==> src/rtl/connect6_pkg.sv <==
// Shared Connect6 definitions: move-parser state encoding, packet header
// byte, board dimension and a coordinate range helper.
package connect6_pkg;

  localparam logic [7:0] HEADER_BYTE        = 8'hA5;
  localparam int         BOARD_SIZE_DEFAULT = 19;
  localparam int         COORD_W            = 6;

  typedef enum logic [2:0] {
    ST_IDLE  = 3'd0,
    ST_COUNT = 3'd1,
    ST_X1    = 3'd2,
    ST_Y1    = 3'd3,
    ST_X2    = 3'd4,
    ST_Y2    = 3'd5,
    ST_CHK   = 3'd6,
    ST_HOLD  = 3'd7
  } rx_state_t;

  // A coordinate byte is legal when it lies in 0..limit-1.
  function automatic logic coord_in_range(input logic [7:0] b, input logic [7:0] limit);
    return (b < limit);
  endfunction

endpackage

==> src/rtl/rx_timeout_counter.sv <==
// Inter-byte gap counter. Counts enabled cycles since the last clear and
// saturates at TIMEOUT; expired is high while the count sits at TIMEOUT.
module rx_timeout_counter #(
  parameter int TIMEOUT = 1000
) (
  input  logic clk,
  input  logic reset,
  input  logic clear,
  input  logic enable,
  output logic expired
);

  localparam int            CW    = (TIMEOUT < 1) ? 1 : $clog2(TIMEOUT + 1);
  localparam logic [CW-1:0] LIMIT = CW'(TIMEOUT);

  logic [CW-1:0] count_r;

  // Gap count register: clear wins, otherwise count up and stick at LIMIT.
  always_ff @(posedge clk or posedge reset) begin
    if (reset) begin
      count_r <= '0;
    end else if (clear) begin
      count_r <= '0;
    end else if (enable && (count_r != LIMIT)) begin
      count_r <= count_r + CW'(1);
    end else begin
      count_r <= count_r;
    end
  end

  assign expired = (count_r == LIMIT);

endmodule

==> src/rtl/move_rx_parser.sv <==
// Parses opponent-move packets (HEADER, COUNT, X1, Y1, [X2, Y2], CHK) from a
// UART byte stream, validates them and presents the move to the game board.
module move_rx_parser
  import connect6_pkg::*;
#(
  parameter int         BOARD_SIZE = BOARD_SIZE_DEFAULT,
  parameter logic [7:0] HEADER     = HEADER_BYTE,
  parameter int         TIMEOUT    = 1000
) (
  input  logic               clk,
  input  logic               reset,
  input  logic [7:0]         rx_data,
  input  logic               rx_valid,
  input  logic               board_ready,
  output logic [COORD_W-1:0] x_1,
  output logic [COORD_W-1:0] y_1,
  output logic [COORD_W-1:0] x_2,
  output logic [COORD_W-1:0] y_2,
  output logic               stones,
  output logic               move_valid,
  output logic               err_format,
  output logic               err_checksum,
  output logic               err_timeout,
  output logic               err_overrun
);

  localparam logic [7:0] BOARD_LIM = 8'(BOARD_SIZE);

  rx_state_t          state_r, state_nxt_s;
  logic [7:0]         xor_r, xor_nxt_s;
  logic               two_r, two_nxt_s;
  logic [COORD_W-1:0] px1_r, py1_r, px2_r, py2_r;
  logic [COORD_W-1:0] px1_nxt_s, py1_nxt_s, px2_nxt_s, py2_nxt_s;
  logic [COORD_W-1:0] x1_nxt_s, y1_nxt_s, x2_nxt_s, y2_nxt_s;
  logic               stones_nxt_s, mv_nxt_s;
  logic               fmt_nxt_s, chk_nxt_s, to_nxt_s, ovr_nxt_s;
  logic               in_pkt_s, expired_s, coord_ok_s;
  logic [COORD_W-1:0] coord_s;
  logic [7:0]         xor_upd_s;

  assign in_pkt_s   = (state_r != ST_IDLE) && (state_r != ST_HOLD);
  assign coord_ok_s = coord_in_range(rx_data, BOARD_LIM);
  assign coord_s    = rx_data[COORD_W-1:0];
  assign xor_upd_s  = xor_r ^ rx_data;

  // Gap counter restarts on every byte and stays cleared outside a packet.
  rx_timeout_counter #(.TIMEOUT(TIMEOUT)) u_gap (
    .clk     (clk),
    .reset   (reset),
    .clear   (rx_valid | ~in_pkt_s),
    .enable  (in_pkt_s),
    .expired (expired_s)
  );

  // Next-state and datapath decode; a byte in the expiry cycle beats the timeout.
  always_comb begin
    state_nxt_s  = state_r;
    xor_nxt_s    = xor_r;
    two_nxt_s    = two_r;
    px1_nxt_s    = px1_r;
    py1_nxt_s    = py1_r;
    px2_nxt_s    = px2_r;
    py2_nxt_s    = py2_r;
    x1_nxt_s     = x_1;
    y1_nxt_s     = y_1;
    x2_nxt_s     = x_2;
    y2_nxt_s     = y_2;
    stones_nxt_s = stones;
    mv_nxt_s     = move_valid;
    fmt_nxt_s    = 1'b0;
    chk_nxt_s    = 1'b0;
    to_nxt_s     = 1'b0;
    ovr_nxt_s    = 1'b0;

    case (state_r)
      ST_IDLE: begin
        mv_nxt_s = 1'b0;
        if (rx_valid && (rx_data == HEADER)) begin
          xor_nxt_s   = HEADER;
          state_nxt_s = ST_COUNT;
        end else begin
          state_nxt_s = ST_IDLE;
        end
      end
      ST_COUNT: begin
        if (rx_valid) begin
          if ((rx_data == 8'd1) || (rx_data == 8'd2)) begin
            two_nxt_s   = (rx_data == 8'd2);
            xor_nxt_s   = xor_upd_s;
            state_nxt_s = ST_X1;
          end else begin
            fmt_nxt_s   = 1'b1;
            state_nxt_s = ST_IDLE;
          end
        end else begin
          state_nxt_s = ST_COUNT;
        end
      end
      ST_X1: begin
        if (rx_valid) begin
          if (coord_ok_s) begin
            px1_nxt_s   = coord_s;
            xor_nxt_s   = xor_upd_s;
            state_nxt_s = ST_Y1;
          end else begin
            fmt_nxt_s   = 1'b1;
            state_nxt_s = ST_IDLE;
          end
        end else begin
          state_nxt_s = ST_X1;
        end
      end
      ST_Y1: begin
        if (rx_valid) begin
          if (coord_ok_s) begin
            py1_nxt_s   = coord_s;
            xor_nxt_s   = xor_upd_s;
            state_nxt_s = two_r ? ST_X2 : ST_CHK;
          end else begin
            fmt_nxt_s   = 1'b1;
            state_nxt_s = ST_IDLE;
          end
        end else begin
          state_nxt_s = ST_Y1;
        end
      end
      ST_X2: begin
        if (rx_valid) begin
          if (coord_ok_s) begin
            px2_nxt_s   = coord_s;
            xor_nxt_s   = xor_upd_s;
            state_nxt_s = ST_Y2;
          end else begin
            fmt_nxt_s   = 1'b1;
            state_nxt_s = ST_IDLE;
          end
        end else begin
          state_nxt_s = ST_X2;
        end
      end
      ST_Y2: begin
        if (rx_valid) begin
          if (!coord_ok_s || ((px1_r == px2_r) && (py1_r == coord_s))) begin
            // Out of range, or both stones on the same point.
            fmt_nxt_s   = 1'b1;
            state_nxt_s = ST_IDLE;
          end else begin
            py2_nxt_s   = coord_s;
            xor_nxt_s   = xor_upd_s;
            state_nxt_s = ST_CHK;
          end
        end else begin
          state_nxt_s = ST_Y2;
        end
      end
      ST_CHK: begin
        if (rx_valid) begin
          if (rx_data == xor_r) begin
            x1_nxt_s     = px1_r;
            y1_nxt_s     = py1_r;
            x2_nxt_s     = two_r ? px2_r : {COORD_W{1'b0}};
            y2_nxt_s     = two_r ? py2_r : {COORD_W{1'b0}};
            stones_nxt_s = two_r;
            mv_nxt_s     = 1'b1;
            state_nxt_s  = ST_HOLD;
          end else begin
            chk_nxt_s   = 1'b1;
            state_nxt_s = ST_IDLE;
          end
        end else begin
          state_nxt_s = ST_CHK;
        end
      end
      ST_HOLD: begin
        ovr_nxt_s = rx_valid;
        if (board_ready) begin
          mv_nxt_s    = 1'b0;
          state_nxt_s = ST_IDLE;
        end else begin
          mv_nxt_s    = 1'b1;
          state_nxt_s = ST_HOLD;
        end
      end
      default: begin
        mv_nxt_s    = 1'b0;
        state_nxt_s = ST_IDLE;
      end
    endcase

    if (in_pkt_s && !rx_valid && expired_s) begin
      to_nxt_s    = 1'b1;
      state_nxt_s = ST_IDLE;
    end else begin
      to_nxt_s    = 1'b0;
    end
  end

  // State, accumulator and registered outputs.
  always_ff @(posedge clk or posedge reset) begin
    if (reset) begin
      state_r      <= ST_IDLE;
      xor_r        <= 8'h00;
      two_r        <= 1'b0;
      px1_r        <= '0;
      py1_r        <= '0;
      px2_r        <= '0;
      py2_r        <= '0;
      x_1          <= '0;
      y_1          <= '0;
      x_2          <= '0;
      y_2          <= '0;
      stones       <= 1'b0;
      move_valid   <= 1'b0;
      err_format   <= 1'b0;
      err_checksum <= 1'b0;
      err_timeout  <= 1'b0;
      err_overrun  <= 1'b0;
    end else begin
      state_r      <= state_nxt_s;
      xor_r        <= xor_nxt_s;
      two_r        <= two_nxt_s;
      px1_r        <= px1_nxt_s;
      py1_r        <= py1_nxt_s;
      px2_r        <= px2_nxt_s;
      py2_r        <= py2_nxt_s;
      x_1          <= x1_nxt_s;
      y_1          <= y1_nxt_s;
      x_2          <= x2_nxt_s;
      y_2          <= y2_nxt_s;
      stones       <= stones_nxt_s;
      move_valid   <= mv_nxt_s;
      err_format   <= fmt_nxt_s;
      err_checksum <= chk_nxt_s;
      err_timeout  <= to_nxt_s;
      err_overrun  <= ovr_nxt_s;
    end
  end

endmodule

==> config.mk <==
export PLATFORM = sky130hd
export DESIGN_NAME = move_rx_parser
export DESIGN_NICKNAME = d
export VERILOG_FILES = /design/src/rtl/connect6_pkg.sv /design/src/rtl/rx_timeout_counter.sv /design/src/rtl/move_rx_parser.sv
export SDC_FILE = /design/constraint.sdc
export NUM_CORES = 1
export LEC_CHECK = 0
export ABC_CLOCK_PERIOD_IN_PS = 3000
export CORE_MARGIN = 1
export CORE_UTILIZATION = 40
export DETAILED_ROUTE_END_ITERATION = 8
export GPL_TIMING_DRIVEN = 0
export HOLD_SLACK_MARGIN = 0.05
export PLACE_DENSITY = 0.66
export SYNTH_ARGS = -nofsm -noshare
export SYNTH_HDL_FRONTEND = slang
export SYNTH_SLANG_ARGS = --single-unit
==> constraint.sdc <==
create_clock -name clk -period 3 [get_ports clk]
set_clock_uncertainty 0.2 [all_clocks]
set_input_delay 0.6 -clock clk [delete_from_list [all_inputs] [get_ports clk]]
set_output_delay 0.6 -clock clk [all_outputs]
set_load 0.005 [all_outputs]
==> results of run 1 <==
## through the flow
step	util [%]	instance area [µm²]	setup slack (ns)	power, µW
6_report	51.3	4500	0.151	2230
5_1_grt	51.3	4500	0.0290	2310
4_1_cts	51.2	4480	0.0426	2250
3_5_place_dp	47.9	4200	-0.658	1280
3_3_place_gp	47.6	4170	-0.995	1270
2_1_floorplan	-	3630	0.262	1220
## cells in the final DEF (no fill, tap or decap), types with 6 or more instances in the layout
cell type	n
a21oi_1	8
clkbuf_1	11
clkbuf_8	10
clkdlybuf4s50_1	41
dfrtp_1	76
inv_1	6
mux2_2	15
nand2_1	76
nand2b_1	7
nand3_1	18
nand4_1	7
nor2_1	25
nor2b_1	7
nor3_1	8
o21ai_0	9
xnor2_1	25
## area by class of cell
cell class	count	area, µm²	share of cell area [%]
flip-flops and latches	76	1900	42.3
multi-input cells	260	1640	36.4
repair buffers	45	460	10.2
clock buffers	11	141	3.14
well taps	108	135	3.01
clock inverters	5	108	2.39
plain buffers	17	82.6	1.84
inverters	7	28.8	0.640
## routing by layer
metal / routed length, µm / vias to the layer above / global-route usage, %
li1: - / 1334 / -
met1: 3810 / 1334 / 24.9
met2: 3880 / 68 / 28.7
met3: 280 / 8 / 2.59
met4: 63 / 0 / 6.79
met5: 0 / - / 0
## cells by family after synthesis
kind of cell    share of synthesized area [%]
compound gates                           6.76
flops                                    52.4
buf+inv                                  2.97
xor+xnor                                 7.25
fa+ha+maj                               0.690
simple gates                             23.2
mux                                      6.73
## power by group through the flow
stage	Combinational (µW)	Sequential [µW]	Clock, µW
2_1_floorplan	129	1090	0
3_3_place_gp	178	1100	0
3_5_place_dp	186	1100	0
4_1_cts	189	1080	985
5_1_grt	208	1080	1020
6_report	188	1080	962
## worst reg2reg max path, cell delays in order, from the launching register on
cell	delay, ns
dfrtp_1	0.33
clkbuf_1	0.29
buf_1	0.44
nand2_1	0.17
nor3_2	0.57
mux2_2	0.41
## flip-flops by register name, summed over array words and instances (netlist names)
name and count:
move_valid 1, xor_r 8, y_2 6, stones 1, err_overrun 1, err_format 1, two_r 1, px1_r 6
err_checksum 1, err_timeout 1, x_1 6, py2_r 6, u_gap.count_r 10, state_r 3, px2_r 6, x_2 6
py1_r 6, y_1 6
## how the worst max path moves through the flow
stage               start      endpoint  cells after the start  slack (ns)
2_1_floorplan       reset  err_checksum                      1        0.26
5_1_grt        rx_data[5]      xor_r[0]                      7        0.03
3_3_place_gp        reset        y_1[1]                      2       -0.99
6_report       rx_data[1]        y_2[3]                      9        0.15
4_1_cts        rx_data[5]      px1_r[3]                      5        0.04
3_5_place_dp   rx_data[4]        y_2[3]                      8       -0.66
## what timing repair did
item,CTS,global route
buffers inserted,3,0
resized for setup,2,3
endpoints found under the setup margin,21,26
hold buffers,0,0
pin swaps,1,0
gates cloned,0,0
==> metrics.cfg, run 1 <==
[power]
netSwitchingPower_uw=505
power_density_nw_per_um2=495
internal_power_uw=1720
leakagePower_uw=0.00204
vdd_drop_max_uv=207
swShare_pct=22.7
power_frac_comb_pct=8.5
sequentialPowerShare_pct=48.3
clock_power_share_pct=43.2

[routing]
vias=2744
dr.pass1.iters=4
ant_nets=0
drc=0
routed_wl_um=8030
routed_via_density=5.19
wire_per_inst_um=15.2
drtIter0Drc=193

[setup_path]
cp_max_fo=10
critPathTopFamily=buffers and inverters
reg2regPathDepth=5
path_cells=clkdlybuf4s50_1 > buf_2 > xnor2_1 > nand4_1 > nor4_4 > buf_4 > clkbuf_1 > nand3_1 > nand2_1
worst-setup-path-type=in2reg
r2r-start=state_r[1]
crit_buf_inv=4
r2r_setup_slack_ns=0.47
worstPathArrival_ns=2.93
critPathMaxStageDelay_ns=0.55
critPathLaunchType=input pin
cp-end-kind=flip-flop
worst_path_max_delay_cell=clkdlybuf4s50_1
cp.required_ns=3.08
timing.rr.end=py1_r[3]

[cts]
clkSinkCount=76
cts_tree=yes
cts_root_buf=clkbuf_8
path_clk_slew_ns=0.08
h-tree-depth=3
worst_skew_pair.late_latency_ns=0.35
cts_buffers=9
cts_buffer_depth=2

[placement]
hpwl_um=5730
portBuffers=41
routabilityCongestion=0.882
dp_cells=510

[sta]
min_period_ns=2.85
rsz0062_at_grt=no
timing_hold_violations_final=0
fin_crit_sh_pct=95.0
finalSetupTns_ns=0
timing.hold.ws_ns=0.268
setup_viol=0
final_max_slew_viol_count=0
worst_pin_slew_ns=0.646
fmax_mhz=351
slew_headroom_pct=56.7

[min_path]
hp-class=reg2reg
hp-start=y_2[1]
hold_path_end=y_2[1]
min_path_cells=2

[logic_synthesis]
yosysTopAreaCell=dfrtp_1
yosys-top-cells-area=dfrtp_1, nand2_1, xnor2_1
syn_area_um2=3630
async_reset_ff_share_pct=100
syn_nets=374
synth_top_area_share_pct=52.4
synth_edf_count=0
netlist_instances=360
synthFlopType=dfrtp_1
yosysSeqAreaShare_pct=52.4
syn-mean-instance-area_um2=10.1
synth_common_cells=nand2_1, dfrtp_1, nor2_1, xnor2_1, nand3_1
ys_seq_elements=76
synth.distinct_cells=49
ys_warn_count=0
synthMostInstantiatedCell=nand2_1

[global_route]
grt_usage_pct=18.0
grt_max_degree=56
antenna_found_initial=0
overflow=0
first_global_vias=2725
grt_pass1_wl_um=13600

[floorplan]
start_util_pct=41.4
die_width_um=97.2
die_height_um=97.2
boundaryPins=42
dieArea_um2=9450
rows=34
core_area_um2=8760

[final_layout]
drive_gt1_share_pct=14.0
layout.nets=430
fin_cells=529
nFillCells=837
antenna_cells=0
areaGrowthSynthToFinish_pct=24.0

[status]
status=finished, final reports clean

[job]
maxCapViolCount=0

Note: power is estimated with default switching activity, not from simulation.
==> inputs of run 2 (changes only) <==
--- a/config.mk
+++ b/config.mk
@@ -9,7 +9,6 @@
 export CORE_MARGIN = 1
 export CORE_UTILIZATION = 40
 export DETAILED_ROUTE_END_ITERATION = 8
-export GPL_TIMING_DRIVEN = 0
 export HOLD_SLACK_MARGIN = 0.05
 export PLACE_DENSITY = 0.66
 export SYNTH_ARGS = -nofsm -noshare
==> metrics.cfg, run 2 (synthesis gave the netlist of run 1 again) <==
[status]
status=finished, final reports clean

[cts]
path_clk_slew_ns=0.09  ; about the same
clkSinkCount=76  ; unchanged
cts_buffer_depth=2  ; unchanged
postCtsSetupRepairBufs=0  ; -3
cts_resized=0  ; -2
cts_buffers=9  ; unchanged
postCtsHoldBufs=0  ; unchanged
cts_tree=yes
worst_skew_pair.late_latency_ns=0.36  ; about the same
cts_root_buf=clkbuf_8
h-tree-depth=3  ; unchanged

[power]
power_density_nw_per_um2=476  ; -3.9%
power_frac_comb_pct=9.0  ; +0.5 points
leakagePower_uw=0.00213  ; +4.5%
netSwitchingPower_uw=557  ; +10%
fin_total_pwr_uw=2190  ; -1.4%
sequentialPowerShare_pct=49.4  ; +1.1 points
vdd_drop_max_uv=332  ; +61%
clock_power_share_pct=41.6  ; -1.6 points
swShare_pct=25.4  ; +2.7 points
internal_power_uw=1640  ; -4.8%

[placement]
placed_cell_area_um2=4380  ; +4.3%
portBuffers=41  ; unchanged
hpwl_um=5840  ; +1.9%
routabilityCongestion=0.845  ; -4.2%

[setup_path]
critPathLaunchType=input pin
cp.required_ns=3.05  ; -0.03 ns
r2r-start=state_r[0]
worstPathArrival_ns=2.71  ; -0.22 ns
path_cells=clkdlybuf4s50_1 > a211o_1 > a21o_4 > buf_4 > o21ai_1 > nand4b_2 > or3_4 > o22a_1
worst_path_max_delay_cell=clkdlybuf4s50_1
worst-setup-path-type=in2reg
critPathMaxStageDelay_ns=0.48  ; -0.07 ns
critPathTopFamily=compound AO/OA/AOI/OAI gates
crit_buf_inv=2  ; -2
startpoint=rx_data[2]
cp-end-kind=flip-flop
cp_max_fo=5  ; -5

[routing]
vias=2778  ; +1.2%
drc=0  ; unchanged
dr.pass1.iters=5  ; +1
drtIter0Drc=172  ; -11%
wire_per_inst_um=14.8  ; -2.3%
routed_wl_um=8030  ; about the same
ant_nets=0  ; unchanged
routed_via_density=5.13  ; -1.0%

[floorplan]
boundaryPins=42  ; unchanged
dieArea_um2=9450  ; unchanged
die_height_um=97.2  ; unchanged
start_util_pct=41.4  ; unchanged
rows=34  ; unchanged
core_area_um2=8760  ; unchanged
die_width_um=97.2  ; unchanged

[final_layout]
top_register=u_gap.count_r
multi_input_area_um2=1630  ; -0.84%
layout.nets=442  ; +2.8%
areaGrowthSynthToFinish_pct=27.2
antenna_cells=0  ; unchanged
nFillCells=802  ; -4.2%
fin_area_um2=4610  ; +2.6%
seqCellArea_um2=1900  ; unchanged
largest_reg_flops=10  ; unchanged
final_common_cell=nand2_1
reg.largest.list=u_gap.count_r x10, xor_r x8
fin_util_pct=52.6  ; +1.3 points
final_cell_mix=nand2_1, dfrtp_1, clkdlybuf4s50_1, buf_4
drive_gt1_share_pct=18.5  ; +4.5 points

[global_route]
grt_usage_pct=18.0  ; +0.062 points
overflow=0  ; unchanged
grt_max_degree=39  ; -30%
grt_pass1_wl_um=13500  ; -0.61%
first_global_vias=2728  ; +0.11%
antenna_found_initial=0  ; unchanged

[job]
maxCapViolCount=0  ; unchanged

[min_path]
hp-class=reg2reg
hp-start=y_2[2]

[sta]
rsz0062_at_grt=no
worst_pin_slew_ns=0.585  ; -0.0612 ns
fmax_mhz=376  ; +7.0%
final_max_slew_viol_count=0  ; unchanged
slew_headroom_pct=61.0  ; +4.3 points
setup_viol=0  ; unchanged
min_period_ns=2.66  ; -0.186 ns
timing_hold_violations_final=0  ; unchanged
fin_crit_sh_pct=88.8  ; -6.2 points

## run 2: cell count changes in the layout (fill, tap and decap cells not counted), sizes merged
cell / before / now
inv: 8 / 11
clkbuf: 22 / 9
clkinv: 1 / 0
clkinvlp: 0 / 1
buf: 10 / 33
bufinv: 3 / 2
## run 2: metrics by stage
step	hold slack, ns	worst slack [ns]	std cells	TNS, ns
after detailed placement	0.256	-0.0320	525	-0.0548
after floorplan	0.254	0.262	360	0
after global routing	0.307	0.111	541	0
final	0.270	0.337	541	0
after global placement	0.249	0.0485	525	0
after CTS	0.276	0.342	541	0
## run 2: final timing paths
kind | endpoint | slack (ns) | cells after the start
worst max-delay path | xor_r[2] | 0.34 | 8
worst min-delay path | y_2[2] | 0.27 | 2
worst max register to register | xor_r[5] | 0.79 | 6
worst min register to register | y_2[2] | 0.27 | 2
max in group asynchronous | xor_r[5] | 1.49 | 4
min in group asynchronous | u_gap.count_r[5] | 0.36 | 2
## run 2: area by class of cell
class                   instances  area share (%)
flip-flops and latches         76            41.2
multi-input cells             260            35.2
repair buffers                 74            15.1
well taps                     108            2.93
clock buffers                   9            2.69
clock inverters                 7            2.28
inverters                       7           0.570
## run 2: routing by layer
layer	vias to the layer above	GRT usage [%]	wire [µm]
met5	-	0	0
met4	0	6.00	79
met3	8	4.39	305
met2	66	26.8	3690
met1	1347	25.8	3960
li1	1357	-	-
## run 2: power by group through the flow
stage	logic, µW	clock network, µW	registers (µW)
after global placement	196	0	1100
after detailed placement	200	0	1100
after CTS	201	931	1080
after floorplan	129	0	1090
final	197	914	1080
after global routing	219	978	1090
## run 2: tightest hold or removal path, stage by stage (launching register included)
cell,delay (ns)
dfrtp_1,0.35
nand2_1,0.05
nand2_1,0.04
